$ cat src/rtl/mux_arb_4.sv
// mux_arb_4: round-robin arbiter and sequencer for a shared 4:1 single-bit mux.
// One requester owns the mux at a time. A one-cycle RELEASE bubble separates owners.
// An optional HOLD_MAX limit forces a release after that many grant cycles.
// Optional feature macro: MUX_ARB_LOCK_EN adds a `lock` input. While lock is high
// during GRANT, the HOLD_MAX forced release is suppressed.
module mux_arb_4 #(
    parameter int HOLD_MAX = 8
) (
    input  logic       clk,
    input  logic       reset_n,
    input  logic [3:0] req,
    input  logic [3:0] d,
`ifdef MUX_ARB_LOCK_EN
    input  logic       lock,
`endif
    output logic [3:0] gnt,
    output logic [1:0] sel,
    output logic       y,
    output logic       busy
);

    typedef enum logic [1:0] {
        ST_IDLE    = 2'd0,
        ST_GRANT   = 2'd1,
        ST_RELEASE = 2'd2
    } state_t;

    // A zero HOLD_MAX disables the limit. The threshold is the counter value
    // seen on the last allowed grant cycle.
    localparam logic       HOLD_EN = (HOLD_MAX != 0);
    localparam logic [7:0] HOLD_M1 = 8'(HOLD_MAX - 1);

    state_t     state_r, state_s;
    logic [3:0] gnt_r,   gnt_s;
    logic [1:0] sel_r,   sel_s;
    logic       y_r,     y_s;
    logic       busy_r,  busy_s;
    logic [1:0] last_r,  last_s;
    logic [7:0] hold_r,  hold_s;

    logic [2:0] pick_s;
    logic       any_s;
    logic [1:0] win_s;
    logic       force_rel_s;

    // Round-robin search starting just above the last owner.
    // Returns {found, index}.
    function automatic logic [2:0] rr_pick(input logic [3:0] r, input logic [1:0] last);
        logic [1:0] idx;
        logic       found;
        logic [1:0] win;
        found = 1'b0;
        win   = 2'd0;
        for (int i = 0; i < 4; i++) begin
            idx = last + 2'd1 + 2'(i);
            if (!found && r[idx]) begin
                found = 1'b1;
                win   = idx;
            end
        end
        return {found, win};
    endfunction

    // Arbitration winner and forced-release decision for the current cycle.
    always_comb begin
        pick_s = rr_pick(req, last_r);
        any_s  = pick_s[2];
        win_s  = pick_s[1:0];
`ifdef MUX_ARB_LOCK_EN
        force_rel_s = HOLD_EN && !lock && (hold_r >= HOLD_M1);
`else
        force_rel_s = HOLD_EN && (hold_r >= HOLD_M1);
`endif
    end

    // Next-state and next-output logic. Every register holds by default.
    always_comb begin
        state_s = state_r;
        gnt_s   = gnt_r;
        sel_s   = sel_r;
        y_s     = y_r;
        last_s  = last_r;
        hold_s  = hold_r;
        case (state_r)
            ST_IDLE, ST_RELEASE: begin
                if (any_s) begin
                    state_s = ST_GRANT;
                    sel_s   = win_s;
                    last_s  = win_s;
                    gnt_s   = 4'b0001 << win_s;
                    hold_s  = 8'd0;
                end else begin
                    state_s = ST_IDLE;
                    gnt_s   = 4'b0000;
                end
            end
            ST_GRANT: begin
                y_s    = d[sel_r];
                hold_s = (hold_r == 8'hFF) ? hold_r : (hold_r + 8'd1);
                if (!req[sel_r] || force_rel_s) begin
                    state_s = ST_RELEASE;
                    gnt_s   = 4'b0000;
                end else begin
                    state_s = ST_GRANT;
                end
            end
            default: begin
                state_s = ST_IDLE;
                gnt_s   = 4'b0000;
            end
        endcase
        busy_s = (state_s != ST_IDLE);
    end

    // State and output registers. Reset sets the owner pointer to 3,
    // so requester 0 has top priority afterwards.
    always_ff @(posedge clk or negedge reset_n) begin
        if (!reset_n) begin
            state_r <= ST_IDLE;
            gnt_r   <= 4'b0000;
            sel_r   <= 2'd0;
            y_r     <= 1'b0;
            busy_r  <= 1'b0;
            last_r  <= 2'd3;
            hold_r  <= 8'd0;
        end else begin
            state_r <= state_s;
            gnt_r   <= gnt_s;
            sel_r   <= sel_s;
            y_r     <= y_s;
            busy_r  <= busy_s;
            last_r  <= last_s;
            hold_r  <= hold_s;
        end
    end

    assign gnt  = gnt_r;
    assign sel  = sel_r;
    assign y    = y_r;
    assign busy = busy_r;

endmodule

$ cat config.mk
export PLATFORM = sky130hd
export DESIGN_NAME = mux_arb_4
export DESIGN_NICKNAME = d
export VERILOG_FILES = /design/src/rtl/mux_arb_4.sv
export SDC_FILE = /design/constraint.sdc
export NUM_CORES = 1
export LEC_CHECK = 0
export CORE_MARGIN = 5
export CORE_UTILIZATION = 37
export CTS_CLUSTER_DIAMETER = 60
export DETAILED_ROUTE_END_ITERATION = 16
export PLACE_DENSITY_LB_ADDON = 0.2
export SETUP_SLACK_MARGIN = 0.05
export SKIP_LAST_GASP = 1
export SYNTH_ARGS = -nofsm -noshare
export SYNTH_HDL_FRONTEND = slang
export SYNTH_SLANG_ARGS = --single-unit
$ cat constraint.sdc
create_clock -name clk -period 1.52 [get_ports clk]
set_clock_uncertainty 0.2 [all_clocks]
set_input_delay 0.228 -clock clk [delete_from_list [all_inputs] [get_ports clk]]
set_output_delay 0.228 -clock clk [all_outputs]
set_load 0.01 [all_outputs]
== Yosys cells after proc, flatten, opt, wreduce, memory -nomap -nowiden ==
Index checks and enable logic that the tools add are counted.
Word-level totals
  bits in registers: 20
Cells by class
  add/sub/neg operators: 5
  order comparisons: 6
  equal/unequal tests: 6
  shifts and indexed selects: 1
  mux-type cells: 29
  reductions and logical operators: 14
Operators by type and width (number)
  8-bit 2-to-1 mux: 2
  8-bit one-hot mux with 2 select lines: 1
  2-bit by 3-bit less-than comparator with 1-bit output, second input constant: 5
  1-bit binary-select mux with 2-bit select: 6
  1-bit 2-to-1 mux: 11
  2-bit 2-to-1 mux: 5
  8-bit by 1-bit adder with 8-bit output, second input constant: 1
  8-bit equality test, second input constant: 1
  8-bit by 3-bit >= comparator with 1-bit output, second input constant: 1
  4-bit 2-to-1 mux: 2
  4-bit one-hot mux with 2 select lines: 1
  2-bit inequality test, second input constant: 3
  2-bit by 1-bit adder with 2-bit output, second input constant: 2
  2-bit adder, second input constant: 2
  1-bit logical NOT: 4
  2-bit one-hot mux with 2 select lines: 1
  2-bit nonzero test: 2
  1-bit by 2-bit << shifter with 4-bit output, first input constant: 1
  1-bit logical AND: 3
  3-bit AND reduction: 1
  2-bit by 1-bit equality test with 1-bit output, second input constant: 1
  2-bit equality test, second input constant: 1
  2-bit logical NOT: 1
  2-bit AND reduction: 1
  2 further kinds: 2

== Depth between registers and ports, before layout ==
Gate-level depths: netlist of run 1.
  depth after elaboration: 16
  depth in mapped cells: 5
  mapped depth without buffers: 5

== Worst setup path after synthesis of run 1 ==
Ideal clock, no wire load.
  path type: reg-to-reg
  from: reg sel_r[0] (netlist: sel[0])
  to: reg state_r[0]
  library setup time: 0.124 ns
  arrival time: 1.341 ns
  slack: -0.145 ns
  stages on the path, launching flop included: 4
  buffers on the path: 0
  period minus slack after synthesis: 1.665 ns
  path through: dfrtp_1 -> mux4_2 -> and4_4 -> or2_1
On the way
  cells in the longest elaborated chain, start to end: 6
RTL lines
  start, declared: line 35  | logic [1:0] sel_r, sel_s;
  start signal, assigned: line 129  | sel_r <= sel_s;
  1-bit binary-select mux with 2-bit select: line 100  | if (!req[sel_r] || force_rel_s) begin
  1-bit 2-to-1 mux (not written as such): line 100
  1-bit logical NOT: line 100
  1-bit logical OR: line 100
  2-bit 2-to-1 mux: line 100
  2-bit one-hot mux with 2 select lines: line 84  | case (state_r)
  net state_s[0]: line 33  | state_t state_r, state_s;
  end signal, assigned: line 127  | state_r <= state_s;
  end, declared: line 33
The timed path passes the listed nets, and every way through them passes these cells. The select of a mux whose other input is x is not followed.
A chain may end at the register's enable or synchronous reset.

== Final worst setup path of run 1 ==
  from: in req[2]
  to: reg gnt_r[0] (netlist: gnt[0])
On the way
  cells in the longest elaborated chain, start to end: 15
RTL lines
  start, declared: line 11  | input logic [3:0] req,
  1-bit binary-select mux with 2-bit select: line 56  | if (!found && r[idx]) begin
  1-bit 2-to-1 mux (not written as such): line 56
  1-bit 2-to-1 mux: line 56
  1-bit logical NOT: line 56
  1-bit logical AND: line 56
  1-bit 2-to-1 mux: line 56
  1-bit logical NOT: line 56
  1-bit logical AND: line 56
  1-bit 2-to-1 mux: line 56
  1-bit logical NOT: line 56
  1-bit logical AND: line 56
  2-bit 2-to-1 mux: line 56
  1-bit by 2-bit << shifter with 4-bit output: line 90  | gnt_s = 4'b0001 << win_s;
  4-bit 2-to-1 mux: line 86  | if (any_s) begin
  4-bit one-hot mux with 2 select lines: line 84
  end signal, assigned: line 128  | gnt_r <= gnt_s;
  end, declared: line 34  | logic [3:0] gnt_r, gnt_s;
Several ways; a longest one is shown, not always the timed one. The select of a mux whose other input is x is not followed.

==> key figures, run 1 <==
Outcome
  • Status: finished with violations
  • Failing checks: negative setup slack

Synth
  • Syn avg cell area: 10.46 µm²
  • Cells after synthesis: 100
  • Number of synthesized register bits: 20
  • YS warnings: 0
  • EDFF count, synth: 0
  • Cell variety after synth: 37
  • Sequential-to-total area share from yosys stat: 48.09%
  • Async SR Flop Fraction: 100.0%
  • Post-synth net total: 111
  • Synth Flop Type: dfrtp_1
  • Synthesized cell area: 1046 µm²

Power
  • Power Density: 1716 nW/µm²
  • Clock network power share: 15.4%
  • Sequential share of power: 31.3%
  • NetSw: 986.9 µW
  • Sw frac: 34.77%
  • Maximum VDD drop: 1.162 mV
  • P_int: 1852 µW
  • LEAKAGE: 0.0007854 µW
  • Comb pwr share: 53.3%

Place
  • Input/output buffers: 17
  • Routability-driven placement congestion ratio: 0.8025
  • Placed cells: 168
  • Post-DP HPWL: 1894 µm

Detailed routing
  • Antenna viol nets, final: 0
  • DRT iter0 DRCs: 24
  • Via count: 951
  • # DRC: 0
  • Per-cell routed wire length: 14.69 µm
  • Routed vias/inst: 5.343
  • Wirelength, routed: 2614 µm
  • Drt first pass iters: 4

Cells and area
  • Nets: 159
  • Layout filler cell count: 241
  • Area Growth Syn to Fin: 58.13%
  • Layout cells sized above 1: 43.54%
  • Ant diodes: 0
  • Most common cell after layout, fill and taps aside: buf_4
  • Most frequent cells in the layout: buf_4, dfrtp_1, nand2_1, clkdlybuf4s50_1
  • Layout Cells excl Fill: 178

Global route
  • GR peak layer: met2
  • Vias in the first global route: 956
  • First-pass GRT wire length: 4381 µm
  • GR Layer Usage met3: 2.842%
  • Grt total ovfl: 0
  • Total global-route track usage: 13.51%
  • Met1 usage: 16.78%
  • Met2 GRT Util: 22.82%
  • Initial antenna violation count: 0
  • Largest net degree at the start of global routing: 21

STA
  • RSZ-0062 raised after global routing: true
  • Max-slew violation count: 0
  • Worst Tran Pin Value: 394.0 ps
  • Achievable Freq: 0.6097 GHz
  • Final period util: 107.9%
  • Hold slack: 39.87 ps
  • Slew HR: 73.57%
  • Post-route minimum period: 1640 ps
  • Final setup violation count: 8
  • Fin worst setup slack: -120.1 ps
  • Final hold violations: 0

Clocking
  • Clk Latency, worst-skew pair: 310 ps
  • Num CTS Buffers: 3
  • Num Clock Sinks: 20
  • CTS tree: yes
  • Max H-tree Level: 1
  • Hold buffer count at CTS: 0
  • Clock Tree Buf Depth: 2
  • Clk pin slew, worst setup/hold paths: 120 ps
  • Clk root buf: clkbuf_4

Die
  • Number of cell rows: 19
  • CORE AREA: 2734 µm²
  • Die area: 3990 µm²
  • Io pins: 18
  • Chip width: 63.17 µm
  • Die height: 63.17 µm
  • Initial core utilization: 38.26%

Worst setup path
  • Max FO, Critical Path: 5
  • Crit path buf inv count: 3
  • Kind of critical path: input port to flop
  • CP endpoint kind: flop
  • CP Cell Sequence: clkdlybuf4s50_1 -> buf_4 -> a211oi_1 -> nor3_4 -> buf_6 -> a32o_1
  • CP Launch Type: input port
  • CP arrival: 1650 ps
  • CP max stage delay: 450 ps
  • CP delay by family, top: buffers and inverters
  • Worst path slowest cell: clkdlybuf4s50_1
  • WP data required: 1530 ps

Run
  • Max cap viols: 0

Worst hold path
  • HP Class: input port to asynchronous set/reset pin
-- sequential cells by signal, indices dropped and copies added (netlist names) --
name and cells:
busy 1, gnt 4, hold_r 8, last_r 2
sel 2, state_r 2, y 1
-- Yosys cell counts (all sizes together), types with 2 or more instances --
| library cell | number | area share, % |
|---|---|---|
| mux2i | 5 | 4.8 |
| nand2b | 2 | 1.2 |
| a21o | 5 | 3.6 |
| nand4 | 2 | 2.6 |
| mux4 | 2 | 4.7 |
| nand3b | 2 | 1.4 |
| and4 | 2 | 1.9 |
| dfstp | 2 | 5.0 |
| nand3 | 2 | 0.96 |
| o31ai | 2 | 1.4 |
| a32o | 2 | 1.9 |
| nor2 | 6 | 2.2 |
| o21ai | 3 | 1.4 |
| buf | 3 | 1.4 |
| inv | 3 | 1.1 |
| a31oi | 3 | 1.8 |
| nand2 | 14 | 5.0 |
| dfrtp | 18 | 43 |
| a21oi | 7 | 3.3 |
-- final timing paths --
path                       startpoint  slack [ps]        end  depth (start not counted)
setup / recovery               req[2]        -120     gnt[0]                          6
hold / removal                reset_n          40  hold_r[5]                          2
setup reg to reg            last_r[1]        -110     gnt[0]                          4
hold reg to reg                     y         300          y                          2
max in group asynchronous     reset_n         800  last_r[1]                          2
min in group clk                    y         300          y                          2
-- metrics by stage --
| stage | cell area [µm²] | total power (µW) | setup WS, ps | TNS, ps | util [%] |
|---|---|---|---|---|---|
| final | 1654 | 2839 | -120.1 | -526.8 | 60.50 |
| after global routing | 1654 | 3042 | -182.2 | -1073 | 60.50 |
| after CTS | 1541 | 2722 | -142.6 | -726.5 | 56.38 |
| after detailed placement | 1435 | 2228 | -433.5 | -5556 | 52.49 |
| after global placement | 1435 | 2206 | -400.1 | -4952 | 52.49 |
| after floorplan | 1062 | 1558 | -99.31 | -332.3 | - |
-- power by group through the flow --
stage / sequential, µW / combinational, µW / clock [µW]
after global placement: 887 / 1320 / 0
after CTS: 883 / 1380 / 456
after detailed placement: 894 / 1330 / 0
final: 889 / 1510 / 437
after floorplan: 923 / 635 / 0
after global routing: 926 / 1640 / 475
-- routing by layer --
layer	part of all wire, %	vias to the layer above
met4	1.7	0
met2	54	19
met5	0	-
met1	42	462
met3	2.7	6
li1	-	464
-- what timing repair did --
item / CTS / global route
pin swaps: 7 / 8
buffers inserted: 3 / 3
hold endpoints to repair: 0 / 0
resized for setup: 18 / 27
endpoints found under the setup margin: 22 / 22
-- cell families (layout without fill, tap and decap cells) --
group,Yosys count,count (layout),synth area share [%]
buffers and inverters,6,53,2.511
AND/OR/NAND/NOR,39,39,21.41
multiplexers,7,7,9.450
AO/OA/AOI/OAI,27,27,17.35
flip-flops,20,20,48.09
adder cells (fa/ha/maj),1,1,1.196
-- cell type report --
cell class | count | area, µm² | share of cell area, %
inverters | 3 | 11.26 | 0.6808
clock inverters | 1 | 30.03 | 1.815
flip-flops and latches | 20 | 504.2 | 30.48
multi-input cells | 74 | 645.6 | 39.03
repair buffers | 46 | 401.6 | 24.28
clock buffers | 3 | 22.52 | 1.362
well taps | 31 | 38.79 | 2.345
Power figures use the tool's default switching activity.
==> inputs of run 2 (changes only) <==
- CTS_BUF_LIST: not set -> sky130_fd_sc_hd__clkbuf_8 sky130_fd_sc_hd__clkbuf_16
- PLACE_DENSITY: not set -> 0.61
- PLACE_DENSITY_LB_ADDON: 0.2 -> not set
==> key figures, run 2 (synthesis results as in run 1) <==
Cells and area
  • Finished Core Util: 59.77% (-0.73 points)
  • Ant diodes: 0 (unchanged)
  • Largest register FFs: 8 (unchanged)
  • Largest reg by FF count: hold_r
  • Layout cells sized above 1: 42.57% (-0.97 points)
  • Area Growth Syn to Fin: 56.22%
  • Most frequent cells in the layout: buf_4, dfrtp_1, nand2_1, dlygate4sd2_1, clkdlybuf4s50_1
  • Nets: 160 (+0.63%)
  • Most common cell after layout, fill and taps aside: buf_4

STA
  • Final hold violations: 0 (unchanged)
  • Post-route minimum period: 1684 ps (+43.70 ps)
  • Final setup violation count: 11 (+3)
  • Achievable Freq: 0.5939 GHz (-2.6%)
  • RSZ-0062 raised after global routing: true
  • Slew HR: 77.24% (+3.7 points)
  • Final period util: 110.8% (+2.9 points)
  • Fin worst setup slack: -163.8 ps (-43.70 ps)
  • Worst Tran Pin Value: 341.4 ps (-52.62 ps)
  • Max-slew violation count: 0 (unchanged)

Worst setup path
  • Reg-to-reg slack, setup: -160 ps (-50 ps)
  • Kind of critical path: flop to flop
  • WP data required: 1470 ps (-60 ps)
  • Endpoint of the worst-slack reg-to-reg timing path: gnt[0]
  • Max FO, Critical Path: 5 (unchanged)
  • CP endpoint kind: flop
  • R2r worst-path depth: 6 (+2)
  • Critical Path Source: last_r[1]
  • CP endpoint: gnt[0]
  • CP arrival: 1640 ps (about the same)
  • Worst reg2reg path startpoint: last_r[1]
  • CP Launch Type: flop

Global route
  • First-pass GRT wire length: 4491 µm (+2.5%)
  • Initial antenna violation count: 0 (unchanged)
  • Vias in the first global route: 981 (+2.6%)
  • Grt total ovfl: 0 (unchanged)
  • Total global-route track usage: 14.05% (+0.54 points)
  • Largest net degree at the start of global routing: 21 (unchanged)

Clocking
  • Clock Tree Buf Depth: 2 (unchanged)
  • Max H-tree Level: 1 (unchanged)
  • Hold buffer count at CTS: 0 (unchanged)
  • Clk pin slew, worst setup/hold paths: 70 ps (-50 ps)
  • Clk Latency, worst-skew pair: 260 ps (-50 ps)
  • Num Clock Sinks: 20 (unchanged)
  • Clk root buf: clkbuf_8
  • CTS tree: yes
  • Num CTS Buffers: 3 (unchanged)

Outcome
  • Status: finished with violations
  • Failing checks: negative setup slack

Die
  • Io pins: 18 (unchanged)
  • Number of cell rows: 19 (unchanged)
  • Initial core utilization: 38.26% (unchanged)
  • Chip width: 63.17 µm (unchanged)
  • Die height: 63.17 µm (unchanged)
  • Die area: 3990 µm² (unchanged)
  • CORE AREA: 2734 µm² (unchanged)

Place
  • Post-DP HPWL: 1956 µm (+3.3%)
  • Pre-CTS WS: -440.4 ps (-6.933 ps)
  • Routability-driven placement congestion ratio: 0.7670 (-4.4%)
  • Input/output buffers: 17 (unchanged)

Detailed routing
  • DR WL met3: 82 µm (+17%)
  • Wirelength, routed: 2866 µm (+9.6%)
  • Met1 WL: 1169 µm (+7.0%)
  • Per-cell routed wire length: 16.01 µm (+9.0%)
  • Routed wl met2: 1541 µm (+9.7%)
  • DRT iter0 DRCs: 29 (+21%)
  • # DRC: 0 (unchanged)
  • Top Metal Used: met4
  • Via count: 980 (+3.0%)
  • Drt first pass iters: 4 (unchanged)
  • Routed vias/inst: 5.475 (+2.5%)
  • Antenna viol nets, final: 0 (unchanged)

Power
  • Power Density: 1713 nW/µm² (-0.19%)
  • Maximum VDD drop: 1.119 mV (-3.7%)
  • LEAKAGE: 0.0007804 µW (-0.64%)

Worst hold path
  • HP Class: input port to asynchronous set/reset pin

Run
  • Max cap viols: 0 (unchanged)
## run 2: changes by cell type in the layout (fill, tap and decap cells not counted), sizes merged
cell and delta:
clkdlybuf4s15 -3, clkbuf +2, dlygate4sd2 +4, bufinv -1, dlymetal6s2s -1
## run 2: critical path, cell delays in order (launching register included)
cell	delay, ps
dfstp_2	580
buf_4	130
nand3b_1	80
o21ai_1	100
nor3_2	70
buf_4	160
a32o_1	250
## run 2: worst min-delay path by stage
stage / end / start / slack, ps / cells past startpoint
4_1_cts: hold_r[6] / reset_n / 100 / 2
3_5_place_dp: gnt[3] / gnt[3] / 270 / 2
6_report: hold_r[5] / reset_n / 100 / 2
2_1_floorplan: busy / reset_n / -270 / 0
3_3_place_gp: gnt[1] / gnt[1] / 270 / 2
5_1_grt: hold_r[6] / reset_n / 130 / 2
## run 2: report_power, final
group / switching (µW) / internal [µW] / leakage [µW]
sequential: 157 / 740 / 0.000253
clock: 185 / 231 / 0.0000288
combinational: 674 / 811 / 0.000499
total: 1020 / 1780 / 0.000780
## run 2: per-layer routing
metal,GRT usage (%),up-vias
li1,-,470
met1,16.37,484
met2,23.59,19
met3,2.664,7
met4,8.571,0
met5,0,-
## run 2: what timing repair did
action / 4_1_cts / 5_1_grt
endpoints found under the setup margin: 26 / 19
gates cloned: 0 / 0
gates resized for setup: 21 / 18
pin swaps: 5 / 10
setup buffers: 2 / 4
## run 2: cell type report
cell class / instances / area, µm²
fill: 240 / 1100
multi-input combinational: 74 / 635.6
sequential: 20 / 504.2
timing repair buffer: 47 / 389.1
clock buffer: 4 / 55.05
tap: 31 / 38.79
inverter: 3 / 11.26
## run 2: per-stage QoR
step / TNS, ps / cells / cell area [µm²] / total power (µW) / hold slack, ps
2_1_floorplan: -332.3 / 100 / 1062 / 1558 / -267.6
3_3_place_gp: -4406 / 169 / 1430 / 2165 / 271.1
6_report: -749.6 / 179 / 1634 / 2799 / 95.74
3_5_place_dp: -5414 / 169 / 1430 / 2204 / 265.5
4_1_cts: -640.4 / 175 / 1526 / 2656 / 102.2
5_1_grt: -1419 / 179 / 1634 / 2995 / 130.4
==> inputs of run 3 (changes only) <==
- GPL_ROUTABILITY_DRIVEN: not set -> 0
==> results of run 3 <==
Final layout, timing and power as in run 2 (identical DEF).
